File: config.mk
export PLATFORM = sky130hd
export DESIGN_NAME = pe_accumulator
export DESIGN_NICKNAME = d
export VERILOG_FILES = /design/src/rtl/pe_accumulator.sv
export SDC_FILE = /design/constraint.sdc
export NUM_CORES = 1
export LEC_CHECK = 0
export BUFFER_PORTS_ARGS = -buffer_cell sky130_fd_sc_hd__buf_4
export CAP_MARGIN = 20
export CORE_ASPECT_RATIO = 1.75
export CORE_MARGIN = 1.5
export CORE_UTILIZATION = 55
export CTS_BUF_LIST = sky130_fd_sc_hd__clkbuf_16
export CTS_CLUSTER_SIZE = 14
export DETAILED_ROUTE_END_ITERATION = 6
export GPL_ROUTABILITY_DRIVEN = 0
export HOLD_SLACK_MARGIN = 0.12
export PLACE_DENSITY_LB_ADDON = 0.3
export SLEW_MARGIN = 5
export SYNTH_ARGS = -nofsm -noshare
export SYNTH_HDL_FRONTEND = slang
export SYNTH_SLANG_ARGS = --single-unit
File: constraint.sdc
create_clock -name clk -period 6.7 [get_ports clk]
set_input_delay 1.34 -clock clk [delete_from_list [all_inputs] [get_ports clk]]
set_output_delay 1.34 -clock clk [all_outputs]
set_load 0.05 [all_outputs]
File: src/rtl/pe_accumulator.sv
// rtl/pe_accumulator.sv - sums ACC_LEN PE products per pixel, scales, saturates, queues in a 2-entry FIFO
// Optional feature macro: ACC_ROUND_EN (round half-up before the output shift).
module pe_accumulator #(
    parameter int DATA_WIDTH   = 8,
    parameter int WEIGHT_WIDTH = 8,
    parameter int ACC_LEN      = 9,
    parameter int ACC_WIDTH    = 20,
    parameter int OUT_SHIFT    = 8,
    localparam int IN_W        = DATA_WIDTH + WEIGHT_WIDTH,
    localparam int CNT_W       = (ACC_LEN > 1) ? $clog2(ACC_LEN) : 1
) (
    input  logic                  clk,
    input  logic                  rstn,
    input  logic [IN_W-1:0]       acc_in,
    input  logic                  acc_in_valid,
    input  logic                  acc_clear,
    output logic [DATA_WIDTH-1:0] acc_out,
    output logic                  acc_out_valid,
    input  logic                  acc_out_ready,
    output logic [CNT_W-1:0]      acc_count,
    output logic                  acc_overflow
);

    localparam logic [CNT_W-1:0] LAST = CNT_W'(ACC_LEN - 1);
`ifdef ACC_ROUND_EN
    localparam int RND_SH = (OUT_SHIFT == 0) ? 0 : OUT_SHIFT - 1;
    localparam logic [ACC_WIDTH:0] RND =
        (OUT_SHIFT == 0) ? '0 : ((ACC_WIDTH + 1)'(1) << RND_SH);
`endif

    logic [ACC_WIDTH-1:0]  sum_q, sum_d;
    logic [CNT_W-1:0]      count_q, count_d;
    logic [DATA_WIDTH-1:0] mem_q [2];
    logic [DATA_WIDTH-1:0] mem_d [2];
    logic                  wr_q, wr_d;
    logic                  rd_q, rd_d;
    logic [1:0]            fcnt_q, fcnt_d;
    logic                  ov_q, ov_d;

    logic [ACC_WIDTH-1:0]  sum_base;
    logic [ACC_WIDTH-1:0]  total;
    logic [ACC_WIDTH:0]    scaled;
    logic [DATA_WIDTH-1:0] result;
    logic                  last;
    logic                  done;
    logic                  pop;
    logic                  push;
    logic                  drop;

    always_comb begin
        // A window's first product loads the sum, so the stale total left
        // over from the previous window is masked rather than cleared.
        sum_base = (count_q == '0) ? '0 : sum_q;
        total    = sum_base + ACC_WIDTH'(acc_in);
        last     = (count_q == LAST);
        done     = acc_in_valid && !acc_clear && last;

        sum_d   = sum_q;
        count_d = count_q;
        if (acc_clear) begin
            sum_d   = '0;
            count_d = '0;
        end else if (acc_in_valid) begin
            sum_d   = total;
            count_d = last ? '0 : count_q + 1'b1;
        end

`ifdef ACC_ROUND_EN
        scaled = ({1'b0, total} + RND) >> OUT_SHIFT;
`else
        scaled = {1'b0, total} >> OUT_SHIFT;
`endif
        result = (|scaled[ACC_WIDTH:DATA_WIDTH]) ? '1 : scaled[DATA_WIDTH-1:0];
    end

    always_comb begin
        pop  = (fcnt_q != 2'd0) && acc_out_ready;
        // A simultaneous pop frees the slot, so a full FIFO still accepts.
        push = done && ((fcnt_q != 2'd2) || pop);
        drop = done && (fcnt_q == 2'd2) && !pop;

        mem_d = mem_q;
        if (push) begin
            mem_d[wr_q] = result;
        end
        wr_d   = wr_q ^ push;
        rd_d   = rd_q ^ pop;
        fcnt_d = fcnt_q + {1'b0, push} - {1'b0, pop};
        ov_d   = ov_q | drop;
    end

    always_ff @(posedge clk or negedge rstn) begin
        if (!rstn) begin
            sum_q    <= '0;
            count_q  <= '0;
            mem_q[0] <= '0;
            mem_q[1] <= '0;
            wr_q     <= 1'b0;
            rd_q     <= 1'b0;
            fcnt_q   <= 2'd0;
            ov_q     <= 1'b0;
        end else begin
            sum_q    <= sum_d;
            count_q  <= count_d;
            mem_q[0] <= mem_d[0];
            mem_q[1] <= mem_d[1];
            wr_q     <= wr_d;
            rd_q     <= rd_d;
            fcnt_q   <= fcnt_d;
            ov_q     <= ov_d;
        end
    end

    assign acc_out       = mem_q[rd_q];
    assign acc_out_valid = (fcnt_q != 2'd0);
    assign acc_count     = count_q;
    assign acc_overflow  = ov_q;

endmodule

==> results of run 1 <==
-- stage by stage --
stage	instances	hold slack, ns	util [%]
global placement	440	0.440	61.4
detailed placement	440	0.458	61.4
finish	448	0.464	64.1
CTS	448	0.473	64.1
floorplan	346	0.452	-
global route	448	0.505	64.1
-- routing by layer --
metal / vias up / global-route usage (%) / wire length [µm] / part of all wire, %
li1: 1299 / - / - / -
met1: 1247 / 26.2 / 2690 / 40
met2: 47 / 43.0 / 3670 / 55
met3: 13 / 2.51 / 168 / 2.5
met4: 0 / 9.57 / 174 / 2.6
met5: - / 0 / 0 / 0
-- path summary, 6_finish.rpt --
path / startpoint / endpoint / slack, ns / cells past startpoint
setup / recovery: acc_count[0]$_DFFE_PN0P_ / mem_q[14]$_DFFE_PN0P_ / 2.82 / 14
hold / removal: acc_overflow$_DFF_PN0_ / acc_overflow$_DFF_PN0_ / 0.46 / 1
setup reg to reg: acc_count[0]$_DFFE_PN0P_ / mem_q[14]$_DFFE_PN0P_ / 2.82 / 14
hold reg to reg: acc_overflow$_DFF_PN0_ / acc_overflow$_DFF_PN0_ / 0.46 / 1
max in group asynchronous: rstn / sum_q[3]$_DFFE_PN0P_ / 5.24 / 1
min in group asynchronous: rstn / mem_q[5]$_DFFE_PN0P_ / 1.05 / 1
-- sequential cells by signal, summed over array words and instances, names as in the netlist --
| signal | count |
|---|---|
| acc_count | 4 |
| acc_overflow | 1 |
| fcnt_q | 2 |
| mem_q | 16 |
| rd_q | 1 |
| sum_q | 20 |
| wr_q | 1 |
-- cell usage in the layout (no fill, tap or decap), drive strengths merged, types with 2 or more instances in the layout --
cell type / count
a21boi: 3
inv: 17
nor3b: 3
o31a: 2
mux2i: 5
nand2b: 2
nor3: 13
and3: 4
buf: 34
a21oi: 17
o21ai: 19
and2: 17
nand2: 22
xnor2: 9
a221oi: 2
nand3: 5
a211oi: 9
nor4: 3
dfrtp: 45
a31oi: 18
ha: 22
mux2: 12
o22ai: 2
a21o: 2
clkbuf: 5
xor2: 3
nor2b: 3
or2: 2
o21a: 6
o211ai: 2
nor2: 47
-- worst register-to-register path, cell delays in order (launching register included) --
cell     delay [ns]
dfrtp_1        0.42
inv_1          0.09
ha_1           0.23
or3b_1         0.56
and2_1         0.22
ha_1           0.20
inv_1          0.07
fa_1           0.42
nor2b_4        0.15
o31a_2         0.19
o22ai_4        0.11
o31ai_2        0.43
mux2_4         0.35
o311a_4        0.18
a31oi_1        0.20
-- cells by family after synthesis --
group / after synthesis / synth area share [%]
and+or+nand+nor: 125 / 20.0
AOI/OAI and AO/OA: 92 / 20.7
DFF: 45 / 35.9
buffers and inverters: 32 / 4.66
adders and majority gates: 23 / 9.41
muxes: 17 / 6.02
xor gates and xnor gates: 12 / 3.35
-- power groups by stage --
stage / clock network, µW / logic (µW) / registers, µW
after floorplan: 0 / 143 / 307
after global placement: 0 / 175 / 316
after detailed placement: 0 / 180 / 318
after CTS: 251 / 181 / 312
after global routing: 260 / 200 / 315
final: 248 / 180 / 311
-- area by class of cell --
cell class,count,area share [%]
timing repair buffer,34,7.19
sequential,45,31.7
clock buffer,5,3.52
multi-input combinational,269,52.6
tap,76,2.68
clock inverter,3,0.599
inverter,16,1.69
==> metrics.md, run 1 <==
| Metric | Value |
|---|---|
| Total Wirelength | `6700 µm` |
| Final setup violation count | `0` |
| CTS buffer count | `5` |
| Hold Path Class | `flip-flop to flip-flop` |
| Drt initial violations | `96` |
| Total power | `739 µW` |
| Worst Path Arrival | `between 4 and 5 ns` |
| CTS tree | `yes` |
| Share of Yosys cell area claimed by the top area cell type | `35.9%` |
| Async SR Flop Fraction | `100%` |
| Period minus WS final | `a little under 4 ns` |
| Area grow syn2layout | `13.1%` |
| Slowest CP cell | `or3b_1` |
| Cell with the most instances after synthesis | `nor2_1` |
| CP peak stage delay | `0.56 ns` |
| DRT antenna net count | `0` |
| IO buf count | `34` |
| Clk root buf | `clkbuf_16` |
| Period utilization | `57.9%` |
| Placed wire-length estimate | `4930 µm` |
| Post-synth EDFFs | `0` |
| Syn_area_per_cell | `between 9 and 10 µm²` |
| Via-to-Cell Ratio | `between 5 and 6` |
| Synth warnings | `0` |
| Final Hold Fails | `0` |
| Initial Util | `56.7%` |
| First-pass GRT wire length | `approximately 11000 µm` |
| WP data required | `6.90 ns` |
| Reg area | `about 1100 µm²` |
| P_sw | `230 µW` |
| Total number of vias | `2606` |
| Placed Instance Area | `3400 µm²` |
| Power share of the combinational group | `between 20% and 30%` |
| Share of cells above drive strength 1 | `between 10% and 20%` |
| Slew Viols, Final | `0` |
| Largest net degree at the start of global routing | `46` |
| Die width | `around 60 µm` |
| Status | `completed` |
| DRC viols | `0` |
| Clock Latency Late Sink | `0.29 ns` |
| N_diodes | `0` |
| Clk pwr share | `between 30% and 40%` |
| Setup repair bufs after CTS | `0` |
| Die area | `6190 µm²` |
| CP Capture Type | `flip-flop` |
| Largest area contributor in the netlist | `dfrtp_1` |
| Worst-margin pin slew | `0.855 ns` |
| Htree depth | `2` |
| Startpoint Class | `flip-flop` |
| Cell Int Power | `509 µW` |
| Core area | `5540 µm²` |
| CP Buf/Inv Count | `2` |
| Synth Flop Type | `dfrtp_1` |
| Layout Nets | `just over 400` |
| Distinct cells, synth | `59` |
| Synth Register Bits | `45` |
| Worst-path fanout max | `19` |
| Rel. slew slack | `~43%` |
| Grt ovf | `0` |
| Top cells by count, synth | `nor2_1 (47), dfrtp_1 (45), ha_1 (22)` |
| Via count of the first global-routing pass | `2469` |
| Unrepaired setup endpoints after global routing | `false` |
| CP top delay family | `compound AO/OA/AOI/OAI gates` |
| Router iterations before antenna repair | `4` |
| Fill cell count | `500` |
| Mapped Area | `3140 µm²` |
| # rows | `36` |
| Post-Layout Inst Area | `3550 µm²` |
| Setup_tns | `0 ns` |
| Setup Skew | `0.00507 ns` |
| Post-place setup slack | `2.83 ns` |
| CTS resizes | `0` |
| Initial antenna violation count | `0` |
| Hold-fix buffers at CTS | `0` |
| Worst VDD drop | `around 0.00014 V` |
| Register share of total power | `42.1%` |
| Worst setup margin | `2.82 ns` |
| Register area share after synthesis | `35.9%` |
| Critical path class | `flip-flop to flip-flop` |
| Total track usage | `23.3%` |
| Leakage Power | `about 0.0017 µW` |
| Synth area leaders | `dfrtp_1 (36%), ha_1 (8.8%), nor2_1 (5.6%)` |
| Cells after Synth | `346` |
| Area occupied by multi-input gates | `~1900 µm²` |
| Max frequency | `0.258 GHz` |
| Clock Sinks | `45` |
| CTS Buffer Depth | `2` |
| P per Cell Area | `208 nW/µm²` |
| Ports | `35` |
| Die Ht | `103 µm` |
| Max Cap Violations | `0` |
| Switching Share | `31.2%` |
| Reg clk slew, reported paths | `0.07 ns` |
| Drt wl/cell | `15.0 µm` |
| Critical-path cell list | `inv_1 -> ha_1 -> or3b_1 -> and2_1 -> ha_1 -> inv_1 -> fa_1 -> nor2b_4 -> o31a_2 -> o22ai_4 -> o31ai_2 -> mux2_4 -> o311a_4 -> a31oi_1` |
| Post-Syn Nets | `390` |
No activity file was read; power rests on OpenSTA's default activity.
==> inputs of run 2 (changes only) <==
==> constraint.sdc (replaced) <==
create_clock -name clk -period 3.9 [get_ports clk]
set_input_delay 0.78 -clock clk [delete_from_list [all_inputs] [get_ports clk]]
set_output_delay 0.78 -clock clk [all_outputs]
set_load 0.05 [all_outputs]
==> run 2 against run 1 <==
Compared with the run above:
- routed wire length increased by 3.2%
- sequential power increased by 72%
- final cell count is 0.67% higher
- critical path type unchanged
==> metrics.md, run 2 (synthesized netlist as in run 1, its figures left out) <==
| Metric | Value |
|---|---|
| Htree depth | `2 (unchanged)` |
| First-pass GRT wire length | `11500 µm (was 11100 µm)` |
| P per Cell Area | `387 nW/µm² (was 208 nW/µm²)` |
| CTS buffer count | `5 (unchanged)` |
| Rel. slew slack | `55.4% (was 42.9%)` |
| Setup repair bufs after CTS | `0 (unchanged)` |
| Critical path class | `flip-flop to flip-flop (unchanged)` |
| Worst VDD drop | `0.000334 V (was 0.000135 V)` |
| Final setup violation count | `0 (unchanged)` |
| Hold-fix buffers at CTS | `0 (unchanged)` |
| Via-to-Cell Ratio | `5.79 (was 5.82)` |
| Critical-path cell list | `inv_1 -> ha_1 -> or3b_1 -> buf_4 -> and2_1 -> ha_1 -> inv_1 -> fa_1 -> nor2b_4 -> o31a_2 -> o22ai_4 -> o31ai_2 -> mux2_4 -> o311a_4 -> a31oi_1 (was inv_1 -> ha_1 -> or3b_1 -> and2_1 -> ha_1 -> inv_1 -> fa_1 -> nor2b_4 -> o31a_2 -> o22ai_4 -> o31ai_2 -> mux2_4 -> o311a_4 -> a31oi_1)` |
| Die area | `6190 µm² (unchanged)` |
| Period utilization | `93.1% (was 57.9%)` |
| Clk root buf | `clkbuf_16 (unchanged)` |
| N_diodes | `0 (unchanged)` |
| Worst-margin pin slew | `0.668 ns (was 0.855 ns)` |
| Max frequency | `0.275 GHz (was 0.258 GHz)` |
| Register bank with the most flops | `sum_q (unchanged)` |
| Slew Viols, Final | `0 (unchanged)` |
| WP data required | `4.10 ns (was 6.90 ns)` |
| Setup Skew | `0.00475 ns (was 0.00507 ns)` |
| Die width | `60.1 µm (unchanged)` |
| Reg clk slew, reported paths | `0.06 ns (was 0.07 ns)` |
| Worst reg2reg path startpoint | `acc_count[0]$_DFFE_PN0P_ (unchanged)` |
| Drt wl/cell | `15.3 µm (was 15.0 µm)` |
| Setup_tns | `0 ns (unchanged)` |
| # rows | `36 (unchanged)` |
| Core area | `5540 µm² (unchanged)` |
| Startpoint Class | `flip-flop (unchanged)` |
| Crit path launch | `acc_count[0]$_DFFE_PN0P_ (unchanged)` |
| DRT antenna net count | `0 (unchanged)` |
| Worst setup margin | `0.270 ns (was 2.82 ns)` |
| Placed wire-length estimate | `5120 µm (was 4930 µm)` |
| CP peak stage delay | `0.43 ns (was 0.56 ns)` |
| Reg area | `1130 µm² (unchanged)` |
| Hold Path Class | `flip-flop to flip-flop (unchanged)` |
| Utilization of the core after routing | `65.3% (was 64.1%)` |
| Drt initial violations | `86 (was 96)` |
| Area occupied by multi-input gates | `1870 µm² (unchanged)` |
| Crit path capture | `mem_q[4]$_DFFE_PN0P_ (was mem_q[14]$_DFFE_PN0P_)` |
| CP Capture Type | `flip-flop (unchanged)` |
| Most frequent cells in the layout | `nor2_1 (47), dfrtp_1 (45), buf_4 (37) (was nor2_1 (47), dfrtp_1 (45), buf_4 (34))` |
| Most common cell after layout, fill and taps aside | `nor2_1 (unchanged)` |
| CTS Buffer Depth | `2 (unchanged)` |
| Leakage Power | `0.00170 µW (was 0.00166 µW)` |
| Worst Path Arrival | `3.83 ns (was 4.08 ns)` |
| Ports | `35 (unchanged)` |
| Total number of vias | `2610 (was 2606)` |
| Initial antenna violation count | `0 (unchanged)` |
| R2R depth | `15 (was 14)` |
| Total Wirelength | `6920 µm (was 6700 µm)` |
| IO buf count | `34 (unchanged)` |
| Slowest CP cell | `dfrtp_1 (was or3b_1)` |
| Final Hold Fails | `0 (unchanged)` |
| CTS resizes | `0 (unchanged)` |
| Status | `completed (unchanged)` |
| Worst-path fanout max | `16 (was 19)` |
| Share of cells above drive strength 1 | `19.5% (was 18.8%)` |
| Grt ovf | `0 (unchanged)` |
| Placed Instance Area | `3430 µm² (was 3400 µm²)` |
| Total track usage | `24.5% (was 23.3%)` |
| Die Ht | `103 µm (unchanged)` |
| DRC viols | `0 (unchanged)` |
| Reg-to-reg slack, setup | `0.27 ns (was 2.82 ns)` |
| Post-place setup slack | `0.293 ns (was 2.83 ns)` |
| Post-Layout Inst Area | `3620 µm² (was 3550 µm²)` |
| Unrepaired setup endpoints after global routing | `false (unchanged)` |
| Max Cap Violations | `0 (unchanged)` |
| Router iterations before antenna repair | `4 (unchanged)` |
| Area grow syn2layout | `15.3% (was 13.1%)` |
| Clock Latency Late Sink | `0.29 ns (about the same)` |
| Fill cell count | `480 (was 500)` |
| Via count of the first global-routing pass | `2621 (was 2469)` |
| Clock Sinks | `45 (unchanged)` |
| Max FFs per register | `20 (unchanged)` |
| R2r endpoint | `mem_q[4]$_DFFE_PN0P_ (was mem_q[14]$_DFFE_PN0P_)` |
| Period minus WS final | `3.63 ns (was 3.88 ns)` |
| Layout Nets | `418 (was 415)` |
| Largest net degree at the start of global routing | `46 (unchanged)` |
| Total power | `1400 µW (was 739 µW)` |
| CTS tree | `yes (unchanged)` |
| Initial Util | `56.7% (unchanged)` |
run 2: changes by cell type in the layout (fill, tap and decap cells not counted), sizes merged:
cell,delta
clkinvlp,-1
buf,+3
clkinv,-1
bufinv,+2
run 2: how the worst min path moves through the flow:
stage	start	to	slack (ns)	depth (start not counted)
after global placement	acc_overflow$_DFF_PN0_	acc_overflow$_DFF_PN0_	0.44	1
after floorplan	fcnt_q[1]$_DFF_PN0_	fcnt_q[1]$_DFF_PN0_	0.45	1
final	acc_overflow$_DFF_PN0_	acc_overflow$_DFF_PN0_	0.46	1
after detailed placement	acc_overflow$_DFF_PN0_	acc_overflow$_DFF_PN0_	0.45	1
after CTS	acc_overflow$_DFF_PN0_	acc_overflow$_DFF_PN0_	0.47	1
after global routing	acc_overflow$_DFF_PN0_	acc_overflow$_DFF_PN0_	0.49	1
run 2: per-stage QoR:
step	cells	hold WS (ns)
after floorplan	346	0.452
after global placement	443	0.441
after detailed placement	443	0.453
after CTS	451	0.468
after global routing	451	0.492
final	451	0.459
run 2: metal layers:
layer | vias to the layer above | routed length [µm] | track usage, %
met5 | - | 0 | 0
met1 | 1261 | 2670 | 25.7
li1 | 1294 | - | -
met2 | 47 | 3950 | 46.7
met4 | 0 | 104 | 10.3
met3 | 8 | 193 | 3.01
run 2: area by class of cell:
cell class | count | area share [%]
Clock inverter | 3 | 1.90
Multi-Input combinational cell | 269 | 51.6
Tap cell | 76 | 2.63
Inverter | 16 | 1.66
Clock buffer | 5 | 3.46
Timing Repair Buffer | 37 | 7.67
Sequential cell | 45 | 31.1
run 2: worst max-delay path, delay by kind of cell, from the launching register on:
kind / cells / cell delay [ns]
flops: 1 / 0.43
compound gates: 5 / 1.12
mux: 1 / 0.34
fa+ha+maj: 3 / 0.84
simple gates: 3 / 0.47
buf+inv: 3 / 0.33
run 2: report_power, final:
part | switching, µW | leakage [µW] | internal, µW | total [µW]
logic | 175 | 0.000997 | 140 | 315
registers | 35.8 | 0.000605 | 500 | 536
clock network | 183 | 0.0000944 | 369 | 552
total | 393 | 0.00170 | 1010 | 1400
==> inputs of run 3 (changes only) <==
--- a/config.mk
+++ b/config.mk
@@ -14,8 +14,9 @@
 export CTS_CLUSTER_SIZE = 14
 export DETAILED_ROUTE_END_ITERATION = 6
 export GPL_ROUTABILITY_DRIVEN = 0
-export HOLD_SLACK_MARGIN = 0.12
+export HOLD_SLACK_MARGIN = 0.1
 export PLACE_DENSITY_LB_ADDON = 0.3
+export SETUP_SLACK_MARGIN = 0.5
 export SLEW_MARGIN = 5
 export SYNTH_ARGS = -nofsm -noshare
 export SYNTH_HDL_FRONTEND = slang
==> run 3 against run 2 <==
Compared with the run above:
- utilization grew 3.4 points
- critical endpoint is now mem_q[12]$_DFFE_PN0P_
- highest routed layer unchanged
- critical path depth is 1 lower
- largest cell class unchanged
- first-iteration DRC count is 1.2% lower
- power fell by 3.2%
- non-clock buffer count is 2 higher
- critical path type unchanged
- register-to-register slack gained 0.34 ns
- final cell count grew 0.89%
- fmax up 10%
==> metrics.md, run 3 (synthesized netlist as in run 1, its figures left out) <==
| Metric | Value |
|---|---|
| Period utilization | `84.3% (was 93.1%)` |
| IO buf count | `34 (unchanged)` |
| R2R depth | `14 (was 15)` |
| DRC viols | `0 (unchanged)` |
| Drt initial violations | `85 (was 86)` |
| Clock Latency Late Sink | `0.29 ns (about the same)` |
| Routing usage on met1 | `25.1% (was 25.7%)` |
| Worst Path Arrival | `3.49 ns (was 3.83 ns)` |
| Total track usage | `25.0% (was 24.5%)` |
| CP Capture Type | `flip-flop (unchanged)` |
| HP Start | `acc_overflow$_DFF_PN0_ (unchanged)` |
| Met2 Usage GRT | `48.3% (was 46.7%)` |
| Gr busiest metal | `met2 (unchanged)` |
| CTS tree | `yes (unchanged)` |
| Placed wire-length estimate | `5060 µm (was 5120 µm)` |
| Critical path class | `flip-flop to flip-flop (unchanged)` |
| Leakage Power | `0.00171 µW (was 0.00170 µW)` |
| Initial antenna violation count | `0 (unchanged)` |
| # rows | `36 (unchanged)` |
| Total number of vias | `2753 (was 2610)` |
| WP data required | `4.10 ns (about the same)` |
| Worst VDD drop | `0.000321 V (was 0.000334 V)` |
| Hold Path Class | `flip-flop to flip-flop (unchanged)` |
| CTS Buffer Depth | `2 (unchanged)` |
| Worst setup margin | `0.611 ns (was 0.270 ns)` |
| Period minus WS final | `3.29 ns (was 3.63 ns)` |
| Via-to-Cell Ratio | `6.05 (was 5.79)` |
| Die Ht | `103 µm (unchanged)` |
| Initial Util | `56.7% (unchanged)` |
| First-pass GRT wire length | `11800 µm (was 11500 µm)` |
| Max Cap Violations | `0 (unchanged)` |
| P per Cell Area | `357 nW/µm² (was 387 nW/µm²)` |
| Reg-to-reg slack, setup | `0.61 ns (was 0.27 ns)` |
| Slew Viols, Final | `0 (unchanged)` |
| Clock Sinks | `45 (unchanged)` |
| Setup_tns | `0 ns (unchanged)` |
| Final hold slack | `0.457 ns (was 0.459 ns)` |
| Startpoint Class | `flip-flop (unchanged)` |
| Worst-margin pin slew | `0.674 ns (was 0.668 ns)` |
| Post-place setup slack | `0.350 ns (was 0.293 ns)` |
| DRT antenna net count | `0 (unchanged)` |
| Grt ovf | `0 (unchanged)` |
| Worst-path fanout max | `8 (was 16)` |
| Ports | `35 (unchanged)` |
| Largest net degree at the start of global routing | `46 (unchanged)` |
| Max frequency | `0.304 GHz (was 0.275 GHz)` |
| Most frequent cells in the layout | `nor2_1 (45), dfrtp_1 (43), buf_4 (39) (was nor2_1 (47), dfrtp_1 (45), buf_4 (37))` |
| Status | `completed (unchanged)` |
| Final Hold Fails | `0 (unchanged)` |
| Die area | `6190 µm² (unchanged)` |
| Met3 Use GR | `3.51% (was 3.01%)` |
| Total Wirelength | `7480 µm (was 6920 µm)` |
| Unrepaired setup endpoints after global routing | `false (unchanged)` |
| Most common cell after layout, fill and taps aside | `nor2_1 (unchanged)` |
| R2r endpoint | `mem_q[12]$_DFFE_PN0P_ (was mem_q[4]$_DFFE_PN0P_)` |
| Crit path capture | `mem_q[12]$_DFFE_PN0P_ (was mem_q[4]$_DFFE_PN0P_)` |
| N_diodes | `0 (unchanged)` |
| Register bank with the most flops | `sum_q (unchanged)` |
| Clk root buf | `clkbuf_16 (unchanged)` |
| Area grow syn2layout | `21.3% (was 15.3%)` |
| Worst reg2reg path startpoint | `acc_count[0]$_DFFE_PN0P_ (unchanged)` |
| Share of cells above drive strength 1 | `26.9% (was 19.5%)` |
| Core area | `5540 µm² (unchanged)` |
| Max FFs per register | `20 (unchanged)` |
| Htree depth | `2 (unchanged)` |
| Router iterations before antenna repair | `5 (was 4)` |
| Total power | `1360 µW (was 1400 µW)` |
| Layout Nets | `422 (was 418)` |
| CTS buffer count | `5 (unchanged)` |
| Crit path launch | `acc_count[0]$_DFFE_PN0P_ (unchanged)` |
| Via count of the first global-routing pass | `2685 (was 2621)` |
| Fill cell count | `459 (was 480)` |
| Setup Skew | `0.00534 ns (was 0.00475 ns)` |
| Reg clk slew, reported paths | `0.06 ns (about the same)` |
| Rel. slew slack | `55.0% (was 55.4%)` |
| Final setup violation count | `0 (unchanged)` |
| Drt wl/cell | `16.4 µm (was 15.3 µm)` |
| Die width | `60.1 µm (unchanged)` |
## run 3: routing by layer
layer	up-vias	part of all wire (%)
li1	1309	-
met1	1360	39
met2	65	55
met3	19	2.8
met4	0	3.0
met5	-	0
## run 3: cell type report
cell class / count / area [µm²] / share of cell area [%]
Multi-Input combinational cell: 271 / 2060 / 54.2
Sequential cell: 45 / 1130 / 29.6
Timing Repair Buffer: 39 / 293 / 7.69
Clock buffer: 5 / 125 / 3.29
Tap cell: 76 / 95.1 / 2.50
Inverter: 16 / 60.1 / 1.58
Clock inverter: 3 / 41.3 / 1.08
## run 3: timing repair
item,CTS,global route
setup buffers,2,1
hold buffers,0,0
gates cloned,1,1
resized for setup,3,21
endpoints found under the setup margin,21,22
pin swaps,2,11
## run 3: power by group
part	total (µW)	internal [µW]	leakage, µW	switching, µW
Clock	478	300	0.0000775	178
Sequential	535	500	0.000602	35.2
Combinational	344	156	0.00103	188
Total	1360	956	0.00171	401
## run 3: stage by stage
step	cells	util [%]	area (µm²)
floorplan	346	-	3210
global placement	442	62.9	3490
detailed placement	442	62.9	3490
CTS	453	66.6	3690
global route	455	68.7	3810
finish	455	68.7	3810
## run 3: worst max-delay path: stages (launching register included)
cell and delay (ns):
dfrtp_2 0.44, inv_2 0.09, ha_4 0.16, or3b_4 0.44, and2_1 0.19, ha_2 0.19
inv_1 0.08, fa_2 0.23, nor2b_4 0.05, o31a_2 0.33, o22ai_4 0.20, o31ai_4 0.11
mux2_4 0.34, o311a_4 0.17, a31oi_1 0.19
## run 3: worst min-delay path by stage
| stage | endpoint | cells past startpoint |
|---|---|---|
| 2_1_floorplan | fcnt_q[1]$_DFF_PN0_ | 1 |
| 3_3_place_gp | acc_overflow$_DFF_PN0_ | 1 |
| 3_5_place_dp | acc_overflow$_DFF_PN0_ | 1 |
| 4_1_cts | acc_overflow$_DFF_PN0_ | 1 |
| 5_1_grt | acc_overflow$_DFF_PN0_ | 1 |
| 6_report | acc_overflow$_DFF_PN0_ | 1 |
